<file path="src/rtl/fft256_pkg.sv">
// Shared constants, sequencer states and the load-address helper for the
// 256-point in-place FFT control slice.
package fft256_pkg;

    localparam int N       = 256;
    localparam int LOGN    = 8;
    localparam int BF_LAT  = 4;
    localparam int RD_LAT  = 1;
    localparam int DRAIN_W = $clog2(BF_LAT + 1);

    typedef enum logic [2:0] {
        IDLE,
        LOAD,
        CALC,
        DRAIN,
        UNLOAD
    } state_t;

    function automatic logic [LOGN-1:0] bitrev8(input logic [LOGN-1:0] x);
        logic [LOGN-1:0] r;
        for (int i = 0; i < LOGN; i++) begin
            r[i] = x[LOGN-1-i];
        end
        return r;
    endfunction

endpackage

</file>
<file path="src/rtl/fft256_ctrl_if.sv">
// Address/strobe bundle between the FFT sequencer (master) and the datapath (slave).
interface fft256_ctrl_if;
    import fft256_pkg::*;

    logic            inv;
    logic            valid_in;
    logic            sop_in;
    logic            wr_en;
    logic [LOGN-1:0] wr_addr;
    logic            bf_en;
    logic [LOGN-1:0] bf_addr_a;
    logic [LOGN-1:0] bf_addr_b;
    logic [6:0]      tw_idx;
    logic [2:0]      stage;
    logic            wb_en;
    logic [LOGN-1:0] wb_addr_a;
    logic [LOGN-1:0] wb_addr_b;
    logic            inv_q;
    logic            rd_en;
    logic [LOGN-1:0] rd_addr;
    logic            valid_out;
    logic            sop_out;
    logic            busy;
    logic            err;

    modport master (
        input  inv, valid_in, sop_in,
        output wr_en, wr_addr, bf_en, bf_addr_a, bf_addr_b, tw_idx, stage,
               wb_en, wb_addr_a, wb_addr_b, inv_q, rd_en, rd_addr,
               valid_out, sop_out, busy, err
    );

    modport slave (
        output inv, valid_in, sop_in,
        input  wr_en, wr_addr, bf_en, bf_addr_a, bf_addr_b, tw_idx, stage,
               wb_en, wb_addr_a, wb_addr_b, inv_q, rd_en, rd_addr,
               valid_out, sop_out, busy, err
    );

endinterface

</file>
<file path="src/rtl/fft256_agu.sv">
// Combinational radix-2 butterfly address and twiddle-index generator for
// stage s, butterfly k.
module fft256_agu
    import fft256_pkg::*;
(
    input  logic [2:0]      s,
    input  logic [6:0]      k,
    output logic [LOGN-1:0] a,
    output logic [LOGN-1:0] b,
    output logic [6:0]      tw_idx
);

    logic [LOGN-1:0] k_ext;
    logic [LOGN-1:0] pos;
    logic [LOGN-1:0] grp;

    always_comb begin
        k_ext  = {1'b0, k};
        pos    = k_ext & ((8'd1 << s) - 8'd1);
        grp    = k_ext >> s;
        a      = ((grp << 1) << s) | pos;
        b      = a | (8'd1 << s);
        // pos < 2^s, so the shifted index always fits in 7 bits
        tw_idx = pos[6:0] << (3'd7 - s);
    end

endmodule

</file>
<file path="src/rtl/fft256_ctrl.sv">
// Frame sequencer for the 256-point in-place FFT: bit-reversed load, 8 stages
// of 128 butterflies with a writeback drain per stage, natural-order unload.
module fft256_ctrl
    import fft256_pkg::*;
(
    input  logic          clk,
    input  logic          rst,
    fft256_ctrl_if.master bus
);

    state_t               state_reg;
    logic [LOGN-1:0]      cnt_reg;
    logic [2:0]           s_reg;
    logic [6:0]           k_reg;
    logic [DRAIN_W-1:0]   dcnt_reg;
    logic                 wr_en_reg, bf_en_reg, rd_en_reg;
    logic                 inv_q_reg, busy_reg, err_reg;
    logic [LOGN-1:0]      wr_addr_reg, bf_a_reg, bf_b_reg, rd_addr_reg;
    logic [6:0]           tw_reg;
    logic [LOGN-1:0]      agu_a, agu_b;
    logic [6:0]           agu_tw;

    fft256_agu u_agu (
        .s      (s_reg),
        .k      (k_reg),
        .a      (agu_a),
        .b      (agu_b),
        .tw_idx (agu_tw)
    );

    always_ff @(posedge clk) begin
        if (rst) begin
            state_reg   <= IDLE;
            cnt_reg     <= '0;
            s_reg       <= '0;
            k_reg       <= '0;
            dcnt_reg    <= '0;
            wr_en_reg   <= 1'b0;
            wr_addr_reg <= '0;
            bf_en_reg   <= 1'b0;
            bf_a_reg    <= '0;
            bf_b_reg    <= '0;
            tw_reg      <= '0;
            rd_en_reg   <= 1'b0;
            rd_addr_reg <= '0;
            inv_q_reg   <= 1'b0;
            busy_reg    <= 1'b0;
            err_reg     <= 1'b0;
        end else begin
            wr_en_reg <= 1'b0;
            bf_en_reg <= 1'b0;
            rd_en_reg <= 1'b0;
            err_reg   <= 1'b0;
            case (state_reg)
                IDLE: begin
                    if (bus.valid_in && bus.sop_in) begin
                        wr_en_reg   <= 1'b1;
                        wr_addr_reg <= '0;
                        cnt_reg     <= 8'd1;
                        inv_q_reg   <= bus.inv;
                        busy_reg    <= 1'b1;
                        state_reg   <= LOAD;
                    end
                end
                LOAD: begin
                    if (bus.valid_in) begin
                        wr_en_reg <= 1'b1;
                        if (bus.sop_in) begin
                            err_reg     <= 1'b1;
                            wr_addr_reg <= '0;
                            cnt_reg     <= 8'd1;
                            inv_q_reg   <= bus.inv;
                        end else begin
                            wr_addr_reg <= bitrev8(cnt_reg);
                            // wraps to 0 after sample 255, ready to serve as the read counter
                            cnt_reg     <= cnt_reg + 8'd1;
                            if (cnt_reg == 8'd255) begin
                                s_reg     <= '0;
                                k_reg     <= '0;
                                state_reg <= CALC;
                            end
                        end
                    end
                end
                CALC: begin
                    err_reg   <= bus.valid_in;
                    bf_en_reg <= 1'b1;
                    bf_a_reg  <= agu_a;
                    bf_b_reg  <= agu_b;
                    tw_reg    <= agu_tw;
                    k_reg     <= k_reg + 7'd1;
                    if (k_reg == 7'd127) begin
                        dcnt_reg  <= '0;
                        state_reg <= DRAIN;
                    end
                end
                DRAIN: begin
                    err_reg <= bus.valid_in;
                    if (dcnt_reg == DRAIN_W'(BF_LAT - 1)) begin
                        if (s_reg == 3'd7) begin
                            state_reg <= UNLOAD;
                        end else begin
                            s_reg     <= s_reg + 3'd1;
                            state_reg <= CALC;
                        end
                    end else begin
                        dcnt_reg <= dcnt_reg + DRAIN_W'(1);
                    end
                end
                UNLOAD: begin
                    err_reg     <= bus.valid_in;
                    rd_en_reg   <= 1'b1;
                    rd_addr_reg <= cnt_reg;
                    cnt_reg     <= cnt_reg + 8'd1;
                    if (cnt_reg == 8'd255) begin
                        busy_reg  <= 1'b0;
                        state_reg <= IDLE;
                    end
                end
                default: begin
                    busy_reg  <= 1'b0;
                    state_reg <= IDLE;
                end
            endcase
        end
    end

    // Writeback and output framing delay lines, one register stage per element.
    logic            wb_en_pipe [BF_LAT];
    logic [LOGN-1:0] wb_a_pipe  [BF_LAT];
    logic [LOGN-1:0] wb_b_pipe  [BF_LAT];
    logic            vo_pipe    [RD_LAT];
    logic            so_pipe    [RD_LAT];

    for (genvar gi = 0; gi < BF_LAT; gi++) begin : g_wb
        if (gi == 0) begin : g_head
            always_ff @(posedge clk) begin
                if (rst) begin
                    wb_en_pipe[gi] <= 1'b0;
                    wb_a_pipe[gi]  <= '0;
                    wb_b_pipe[gi]  <= '0;
                end else begin
                    wb_en_pipe[gi] <= bf_en_reg;
                    wb_a_pipe[gi]  <= bf_a_reg;
                    wb_b_pipe[gi]  <= bf_b_reg;
                end
            end
        end else begin : g_tail
            always_ff @(posedge clk) begin
                if (rst) begin
                    wb_en_pipe[gi] <= 1'b0;
                    wb_a_pipe[gi]  <= '0;
                    wb_b_pipe[gi]  <= '0;
                end else begin
                    wb_en_pipe[gi] <= wb_en_pipe[gi-1];
                    wb_a_pipe[gi]  <= wb_a_pipe[gi-1];
                    wb_b_pipe[gi]  <= wb_b_pipe[gi-1];
                end
            end
        end
    end

    for (genvar gi = 0; gi < RD_LAT; gi++) begin : g_rd
        if (gi == 0) begin : g_head
            always_ff @(posedge clk) begin
                if (rst) begin
                    vo_pipe[gi] <= 1'b0;
                    so_pipe[gi] <= 1'b0;
                end else begin
                    vo_pipe[gi] <= rd_en_reg;
                    so_pipe[gi] <= rd_en_reg && (rd_addr_reg == '0);
                end
            end
        end else begin : g_tail
            always_ff @(posedge clk) begin
                if (rst) begin
                    vo_pipe[gi] <= 1'b0;
                    so_pipe[gi] <= 1'b0;
                end else begin
                    vo_pipe[gi] <= vo_pipe[gi-1];
                    so_pipe[gi] <= so_pipe[gi-1];
                end
            end
        end
    end

    assign bus.wr_en     = wr_en_reg;
    assign bus.wr_addr   = wr_addr_reg;
    assign bus.bf_en     = bf_en_reg;
    assign bus.bf_addr_a = bf_a_reg;
    assign bus.bf_addr_b = bf_b_reg;
    assign bus.tw_idx    = tw_reg;
    assign bus.stage     = s_reg;
    assign bus.wb_en     = wb_en_pipe[BF_LAT-1];
    assign bus.wb_addr_a = wb_a_pipe[BF_LAT-1];
    assign bus.wb_addr_b = wb_b_pipe[BF_LAT-1];
    assign bus.inv_q     = inv_q_reg;
    assign bus.rd_en     = rd_en_reg;
    assign bus.rd_addr   = rd_addr_reg;
    assign bus.valid_out = vo_pipe[RD_LAT-1];
    assign bus.sop_out   = so_pipe[RD_LAT-1];
    assign bus.busy      = busy_reg;
    assign bus.err       = err_reg;

endmodule

</file>
<file path="src/flat_wrapper.sv">
// flat-port wrapper written by rule: the top's interface ports become plain ports
module fft256_ctrl_flat import fft256_pkg::*;
  (clk, rst, bus_inv, bus_valid_in, bus_sop_in, bus_wr_en, bus_wr_addr, bus_bf_en, bus_bf_addr_a, bus_bf_addr_b, bus_tw_idx, bus_stage, bus_wb_en, bus_wb_addr_a, bus_wb_addr_b, bus_inv_q, bus_rd_en, bus_rd_addr, bus_valid_out, bus_sop_out, bus_busy, bus_err);
  fft256_ctrl_if bus_i ();
  input  logic clk;
  input  logic rst;
  input wire logic [$bits(bus_i.inv)-1:0] bus_inv;
  input wire logic [$bits(bus_i.valid_in)-1:0] bus_valid_in;
  input wire logic [$bits(bus_i.sop_in)-1:0] bus_sop_in;
  output wire logic [$bits(bus_i.wr_en)-1:0] bus_wr_en;
  output wire logic [$bits(bus_i.wr_addr)-1:0] bus_wr_addr;
  output wire logic [$bits(bus_i.bf_en)-1:0] bus_bf_en;
  output wire logic [$bits(bus_i.bf_addr_a)-1:0] bus_bf_addr_a;
  output wire logic [$bits(bus_i.bf_addr_b)-1:0] bus_bf_addr_b;
  output wire logic [$bits(bus_i.tw_idx)-1:0] bus_tw_idx;
  output wire logic [$bits(bus_i.stage)-1:0] bus_stage;
  output wire logic [$bits(bus_i.wb_en)-1:0] bus_wb_en;
  output wire logic [$bits(bus_i.wb_addr_a)-1:0] bus_wb_addr_a;
  output wire logic [$bits(bus_i.wb_addr_b)-1:0] bus_wb_addr_b;
  output wire logic [$bits(bus_i.inv_q)-1:0] bus_inv_q;
  output wire logic [$bits(bus_i.rd_en)-1:0] bus_rd_en;
  output wire logic [$bits(bus_i.rd_addr)-1:0] bus_rd_addr;
  output wire logic [$bits(bus_i.valid_out)-1:0] bus_valid_out;
  output wire logic [$bits(bus_i.sop_out)-1:0] bus_sop_out;
  output wire logic [$bits(bus_i.busy)-1:0] bus_busy;
  output wire logic [$bits(bus_i.err)-1:0] bus_err;
  assign bus_i.inv = bus_inv;
  assign bus_i.valid_in = bus_valid_in;
  assign bus_i.sop_in = bus_sop_in;
  assign bus_wr_en = bus_i.wr_en;
  assign bus_wr_addr = bus_i.wr_addr;
  assign bus_bf_en = bus_i.bf_en;
  assign bus_bf_addr_a = bus_i.bf_addr_a;
  assign bus_bf_addr_b = bus_i.bf_addr_b;
  assign bus_tw_idx = bus_i.tw_idx;
  assign bus_stage = bus_i.stage;
  assign bus_wb_en = bus_i.wb_en;
  assign bus_wb_addr_a = bus_i.wb_addr_a;
  assign bus_wb_addr_b = bus_i.wb_addr_b;
  assign bus_inv_q = bus_i.inv_q;
  assign bus_rd_en = bus_i.rd_en;
  assign bus_rd_addr = bus_i.rd_addr;
  assign bus_valid_out = bus_i.valid_out;
  assign bus_sop_out = bus_i.sop_out;
  assign bus_busy = bus_i.busy;
  assign bus_err = bus_i.err;
  fft256_ctrl u_core (.clk(clk), .rst(rst), .bus(bus_i));
endmodule
</file>
<file path="config.mk">
export PLATFORM = sky130hd
export DESIGN_NAME = fft256_ctrl_flat
export DESIGN_NICKNAME = d
export VERILOG_FILES = /design/src/rtl/fft256_pkg.sv /design/src/rtl/fft256_ctrl_if.sv /design/src/rtl/fft256_agu.sv /design/src/rtl/fft256_ctrl.sv /design/src/flat_wrapper.sv
export SDC_FILE = /design/constraint.sdc
export NUM_CORES = 1
export LEC_CHECK = 0
export ABC_AREA = 1
export CORE_MARGIN = 2
export CORE_UTILIZATION = 49
export CTS_CLUSTER_DIAMETER = 100
export DETAILED_ROUTE_END_ITERATION = 10
export PLACE_DENSITY = 0.72
export RECOVER_POWER = 100
export SKIP_LAST_GASP = 1
export SYNTH_ARGS = -nofsm -noshare
export SYNTH_HDL_FRONTEND = slang
export SYNTH_SLANG_ARGS = --single-unit
</file>
<file path="constraint.sdc">
create_clock -name clk -period 2.2 [get_ports clk]
set_clock_uncertainty 0.1 [all_clocks]
set_input_delay 0.44 -clock clk [delete_from_list [all_inputs] [get_ports clk]]
set_output_delay 0.44 -clock clk [all_outputs]
set_load 0.01 [all_outputs]
</file>
==> run metrics, run 1 <==
RSZ-0062 raised after global routing no; TritonCTS Buffers 17; synth unique cells 42; Layout area overhead 24.5%; Final ANT Viol Nets 0; power per cell area 1160 mW/mm^2; DRT iter0 DRCs 377; met3 usage 4.92%; placed instance area 0.00651 sq mm; largest net degree at the start of global routing 64; Reg clk slew, reported paths 50 ps; routed vias/inst 4.96; TNS Setup 0 ps; via count 4816; Post-CTS Hold Buffers 0; # IOs a little over 70; first-pass GRT wire length 22000 um; crit start category flip-flop; drt pass-1 iters 5; CP endpoint kind primary output; post-route minimum period 2120 ps; PortBufs 71; Placement Setup Slack 176 ps; final hold violation count 0; final estimated routing congestion in global placement 0.911; GRT Total Usage 22.2%; met2 Use GR 35.4%; Max Clock Freq 472 MHz; Reg2Reg Launch Point u_core.state_reg[2]; Slew Viols, Final 0; synthesized flop and latch total approximately 140; HPWL Detailed 9640 um; postcts setup bufs 0; Post-Synth XOR/XNOR Area 0.155%; CP startpoint u_core.bus.stage[1]; Critical Path AT 1580 ps; Crit Path Category flip-flop to primary output; post-route cell area roughly 0.007 sq mm; area leader, netlist dfxtp_1; core area 0.0113 sq mm; multiplexer area fraction after synthesis 0%; Synth Net Count 751; Syn Inst Count between 700 and 800; Synth Area in Simple Gates 27.3%; clock latency on the worst-skew pair just over 400 ps; Compound-Gate Fraction of Synth Area about a tenth; status finished clean; Top Registers u_core.wb_a_pipe: 32 flops, u_core.wb_b_pipe: 32 flops; Initial Util 49.8%; worst vdd ir 0.000744 V; largest family of logic cells by synthesized area simple AND/OR/NAND/NOR gates; clock root cell clkbuf_16; Setup WS post-layout 83.3 ps; DR WL/cell ~14 um; remaining global-route overflow 0; leakage 0.00307 uW; mapped cell area 0.00564 sq mm; Adder-Cell Fraction of Synth Area 2.22%; Die Wd 111 um; Setup violations, final 0; Slew @ Worst Pin approximately 1200 ps; H-tree lvl count 4; Cell Rows 39; Synth area leaders dfxtp_1 (49%), nand2_1 (9.0%), inv_1 (7.5%); grt met1 use 28.9%; Hold Worst Slack 247 ps; crit path max fanout 8; hold path startpoint rst; Bufs on Longest Clock Path 2; # resized after CTS 2; clock sink count 139; Nets 833; Avg Inst Size Synth 7.66 sq um; Inserted Diodes 0; Rel. slew slack 19.1%; residual DRC count 0; final WL 13200 um; MaxCap Viol Count 0; global route hottest layer met2; sequential fraction of the synthesis area 49.3%; Die Span Y 111 um; area fraction of the dominant cell type after synthesis 49.3%; TritonCTS clock tree built; Final period util 96.2%; worst endpoint required time 1660 ps; YS warnings 0; fraction of layout cells with a size suffix above 1 10.2%; Die ar. roughly 0.012 sq mm; initial antenna violation count 0; vias in the first global route 4618; Hold Crit Class input pin to flip-flop
kinds of logic after synthesis:
| kind of cell | Yosys count |
|---|---|
| AO/OA/AOI/OAI | 100 |
| XOR/XNOR | 1 |
| adder cells (fa/ha/maj) | 10 |
| buffers and inverters | 151 |
| flip-flops | 139 |
| AND/OR/NAND/NOR | 335 |
cell type report:
cell class | count | area [sq um]
inverters | 128 | 483
multi-input cells | 446 | 2190
flip-flops and latches | 139 | 2790
repair buffers | 86 | 816
fillers | 1048 | 4300
well taps | 143 | 179
clock inverters | 7 | 93.8
clock buffers | 21 | 470
worst max-delay path, stage by stage (launching register included):
cell	delay, ps
dfxtp_4	400
buf_4	210
clkdlybuf4s50_1	560
placed cells by master (no fill, tap or decap), types with 2 or more instances in the layout:
| cell type | count |
|---|---|
| nand2_2 | 6 |
| clkinv_2 | 2 |
| nor2_2 | 4 |
| o21ai_0 | 38 |
| inv_2 | 12 |
| clkbuf_16 | 17 |
| buf_4 | 12 |
| nand3_1 | 52 |
| nor2_1 | 107 |
| clkbuf_8 | 3 |
| bufinv_16 | 2 |
| a31oi_1 | 4 |
| nand2_4 | 2 |
| dfxtp_1 | 137 |
| clkbuf_1 | 2 |
| nor2_4 | 6 |
| o21ai_1 | 4 |
| nor3_1 | 7 |
| o21bai_1 | 2 |
| inv_1 | 115 |
| nand4_1 | 7 |
| clkinvlp_4 | 2 |
| a21oi_1 | 41 |
| clkdlybuf4s50_1 | 5 |
| nand2_1 | 138 |
| ha_1 | 10 |
| dlygate4sd3_1 | 65 |
per-layer routing:
layer / routed length (um) / share of wire [%]
met1: 6130 / 47
met2: 6100 / 46
met3: 616 / 4.7
met4: 337 / 2.6
met5: 0 / 0
Yosys cell counts:
cell type / n
nand2_4: 2
a31oi_1: 4
a21oi_1: 40
dfxtp_1: 139
nor2_1: 105
a21oi_2: 1
nor3_2: 2
nor2_2: 4
a32oi_1: 1
o211a_1: 1
nand3_4: 1
clkbuf_1: 12
or2_2: 1
a2bb2oi_1: 1
nor2_4: 7
o31ai_2: 1
nand2_1: 135
nand4_1: 7
nor3_1: 6
buf_2: 3
ha_1: 10
inv_2: 14
nor2_8: 2
o2111a_1: 1
nor4_4: 1
inv_1: 113
o22ai_1: 1
inv_4: 1
o211ai_1: 1
o21bai_1: 2
nand2_2: 9
a22oi_1: 1
o21ai_2: 2
xor2_1: 1
nand3_1: 51
o21ai_1: 7
buf_4: 4
nand3_2: 2
a2bb2oi_2: 1
o21ai_0: 34
o21a_1: 1
buf_6: 4
power by group:
| group | leakage [uW] | total [uW] | switching, uW | internal [uW] |
|---|---|---|---|---|
| Combinational | 0.00168 | 2450 | 1610 | 837 |
| Clock | 0.000273 | 2730 | 1000 | 1730 |
| Sequential | 0.00112 | 2990 | 191 | 2800 |
| Total | 0.00307 | 8160 | 2800 | 5360 |
worst paths after layout:
kind / cells past startpoint / endpoint / slack, ps
worst max-delay path: 2 / bus_stage[1] / 80
worst max register to register: 9 / u_core.bus.wr_addr[4] / 230
worst min-delay path: 2 / u_core.wb_b_pipe[0][7] / 250
worst min register to register: 2 / u_core.wb_b_pipe[1][4] / 300
metrics by stage:
stage                     cells  util [%]  total power [uW]
after floorplan             736         -              4750
final                       970      62.0              8160
after global placement      942      57.5              5550
after CTS                   970      62.6              8340
after detailed placement    942      57.5              5590
after global routing        970      62.0              8660
Note: power is estimated with default switching activity, not from simulation.
==> run 2: changes to the inputs <==
--- a/config.mk
+++ b/config.mk
@@ -8,6 +8,7 @@
 export ABC_AREA = 1
 export CORE_MARGIN = 2
 export CORE_UTILIZATION = 49
+export CTS_BUF_LIST = sky130_fd_sc_hd__clkbuf_4 sky130_fd_sc_hd__clkbuf_8 sky130_fd_sc_hd__clkbuf_16
 export CTS_CLUSTER_DIAMETER = 100
 export DETAILED_ROUTE_END_ITERATION = 10
 export PLACE_DENSITY = 0.72
==> run 2 against run 1 <==
  * Worst hold slack is essentially flat
  * Power grew 0.10%
  * Non-clock buffer count unchanged
  * Sequential power about the same
  * Via count barely moved
  * Flip-flop and latch count did not move
  * Largest cell class unchanged
  * Cell count unchanged
  * Clock power about the same
  * Combinational power is essentially flat
  * Die area stayed put
  * Setup slack about the same
==> run metrics, run 2 (synthesis results as in run 1) <==
status finished clean; CP endpoint kind primary output; final hold violation count 0; final estimated routing congestion in global placement 0.911; Max Clock Freq around 470 MHz; Bufs on Longest Clock Path 2; Die Wd roughly 110 um; postcts setup bufs 0; Die Span Y 111 um; Slew @ Worst Pin ~1200 ps; TritonCTS clock tree built; combinational power share 29.9%; Final period util 96.2%; Setup violations, final 0; Nets 833; MaxCap Viol Count 0; Reg clk slew, reported paths 50 ps; Final ANT Viol Nets 0; DRT iter0 DRCs 378; GRT Total Usage 22.2%; CP max stage cell clkdlybuf4s50_1; HPWL Detailed 9640 um; Critical Path AT 1580 ps; placed instance area 0.00651 sq mm; commonest non-fill, non-tap cell in the layout nand2_1; Slew Viols, Final 0; switching share of power 34.2%; drt pass-1 iters 5; crit start category flip-flop; clock latency on the worst-skew pair between 400 and 500 ps; Die ar. around 0.012 sq mm; Critical Path Max Stage Delay between 500 and 600 ps; fillers 1049; Layout area overhead 24.5%; area of the multi-input gates 0.00219 sq mm; Cell Rows 39; TNS Setup 0 ps; RSZ-0062 raised after global routing no; initial antenna violation count 0; routed vias/inst 4.97; part of the power in the clock network between 30% and 40%; Internal Power 5380 uW; core area around 0.011 sq mm; # IOs 72; first-pass GRT wire length 22000 um; final core utilization 62.0%; Top Registers u_core.wb_a_pipe: 32 flops, u_core.wb_b_pipe: 32 flops; Rel. slew slack 20.3%; TritonCTS Buffers 17; clock root cell clkbuf_16; fraction of layout cells with a size suffix above 1 roughly a tenth; via count around 4800; Placed Cells approximately 940; Sequential Area 0.00279 sq mm; PortBufs 71; Setup WS post-layout 83.1 ps; post-route cell area 0.00702 sq mm; most frequent cells in the layout nand2_1 (138), dfxtp_1 (137), inv_1 (115); crit path max fanout 8; H-tree lvl count 4; remaining global-route overflow 0; Non-Filler Instances 970; Initial Util 49.8%; vias in the first global route 4618; Inserted Diodes 0; final WL 13200 um; Reg2Reg Setup Slack ~230 ps; DR WL/cell 13.6 um; Crit Path Category flip-flop to primary output; worst vdd ir 0.000743 V; post-route minimum period 2120 ps; Psw 2800 uW; largest net degree at the start of global routing 64; Critical Path, Cell by Cell buf_4 -> clkdlybuf4s50_1; Hold Crit Class input pin to flip-flop; Placement Setup Slack 176 ps; leakage 0.00308 uW; clock sink count 139; residual DRC count 0; worst endpoint required time 1660 ps; sequential power share 36.6%; power per cell area 1160 mW/mm^2
run 2: cell counts in the layout (fill, tap and decap cells not counted):
No cell type changed its count.
run 2: path summary, 6_finish.rpt:
check                         start                     end  cells past startpoint
max             u_core.bus.stage[1]            bus_stage[1]                      2
min                             rst  u_core.wb_b_pipe[0][7]                      2
max reg2reg     u_core.state_reg[2]   u_core.bus.wr_addr[4]                      9
min reg2reg  u_core.wb_b_pipe[0][4]  u_core.wb_b_pipe[1][4]                      2
run 2: metal layers:
layer,routed length (um),track usage [%],vias up
met5,0,0,-
met4,339,9.79,0
met3,636,4.92,29
met2,6120,35.4,127
met1,6090,28.9,2201
li1,-,-,2463
run 2: cell type report:
cell class	count	share of cell area [%]
Tap cell	143	2.55
Clock inverter	7	1.34
Sequential cell	139	39.7
Multi-Input combinational cell	446	31.2
Inverter	128	6.88
Timing Repair Buffer	86	11.6
Clock buffer	21	6.75
run 2: per-stage QoR:
step           hold slack (ps)  total power [uW]
5_1_grt                    262              8670
4_1_cts                    281              8350
6_report                   247              8170
2_1_floorplan              288              4750
3_3_place_gp               288              5550
3_5_place_dp               292              5590
run 2: power groups by stage:
stage / clock, uW / combinational (uW) / sequential [uW]
after floorplan: 0 / 1670 / 3080
after global placement: 0 / 2520 / 3030
after detailed placement: 0 / 2550 / 3050
after CTS: 2780 / 2570 / 3000
after global routing: 2910 / 2730 / 3030
final: 2740 / 2440 / 2990
run 2: critical path: cells and delay by family, from the launching register on:
family,cells,cell delay (ps)
buffers and inverters,2,770
DFF,1,400
run 2: what timing repair did:
item                       4_1_cts  5_1_grt
resized for setup                2        3
hold buffers                     0        0
setup endpoints to repair        2        2
cloned                           0        0
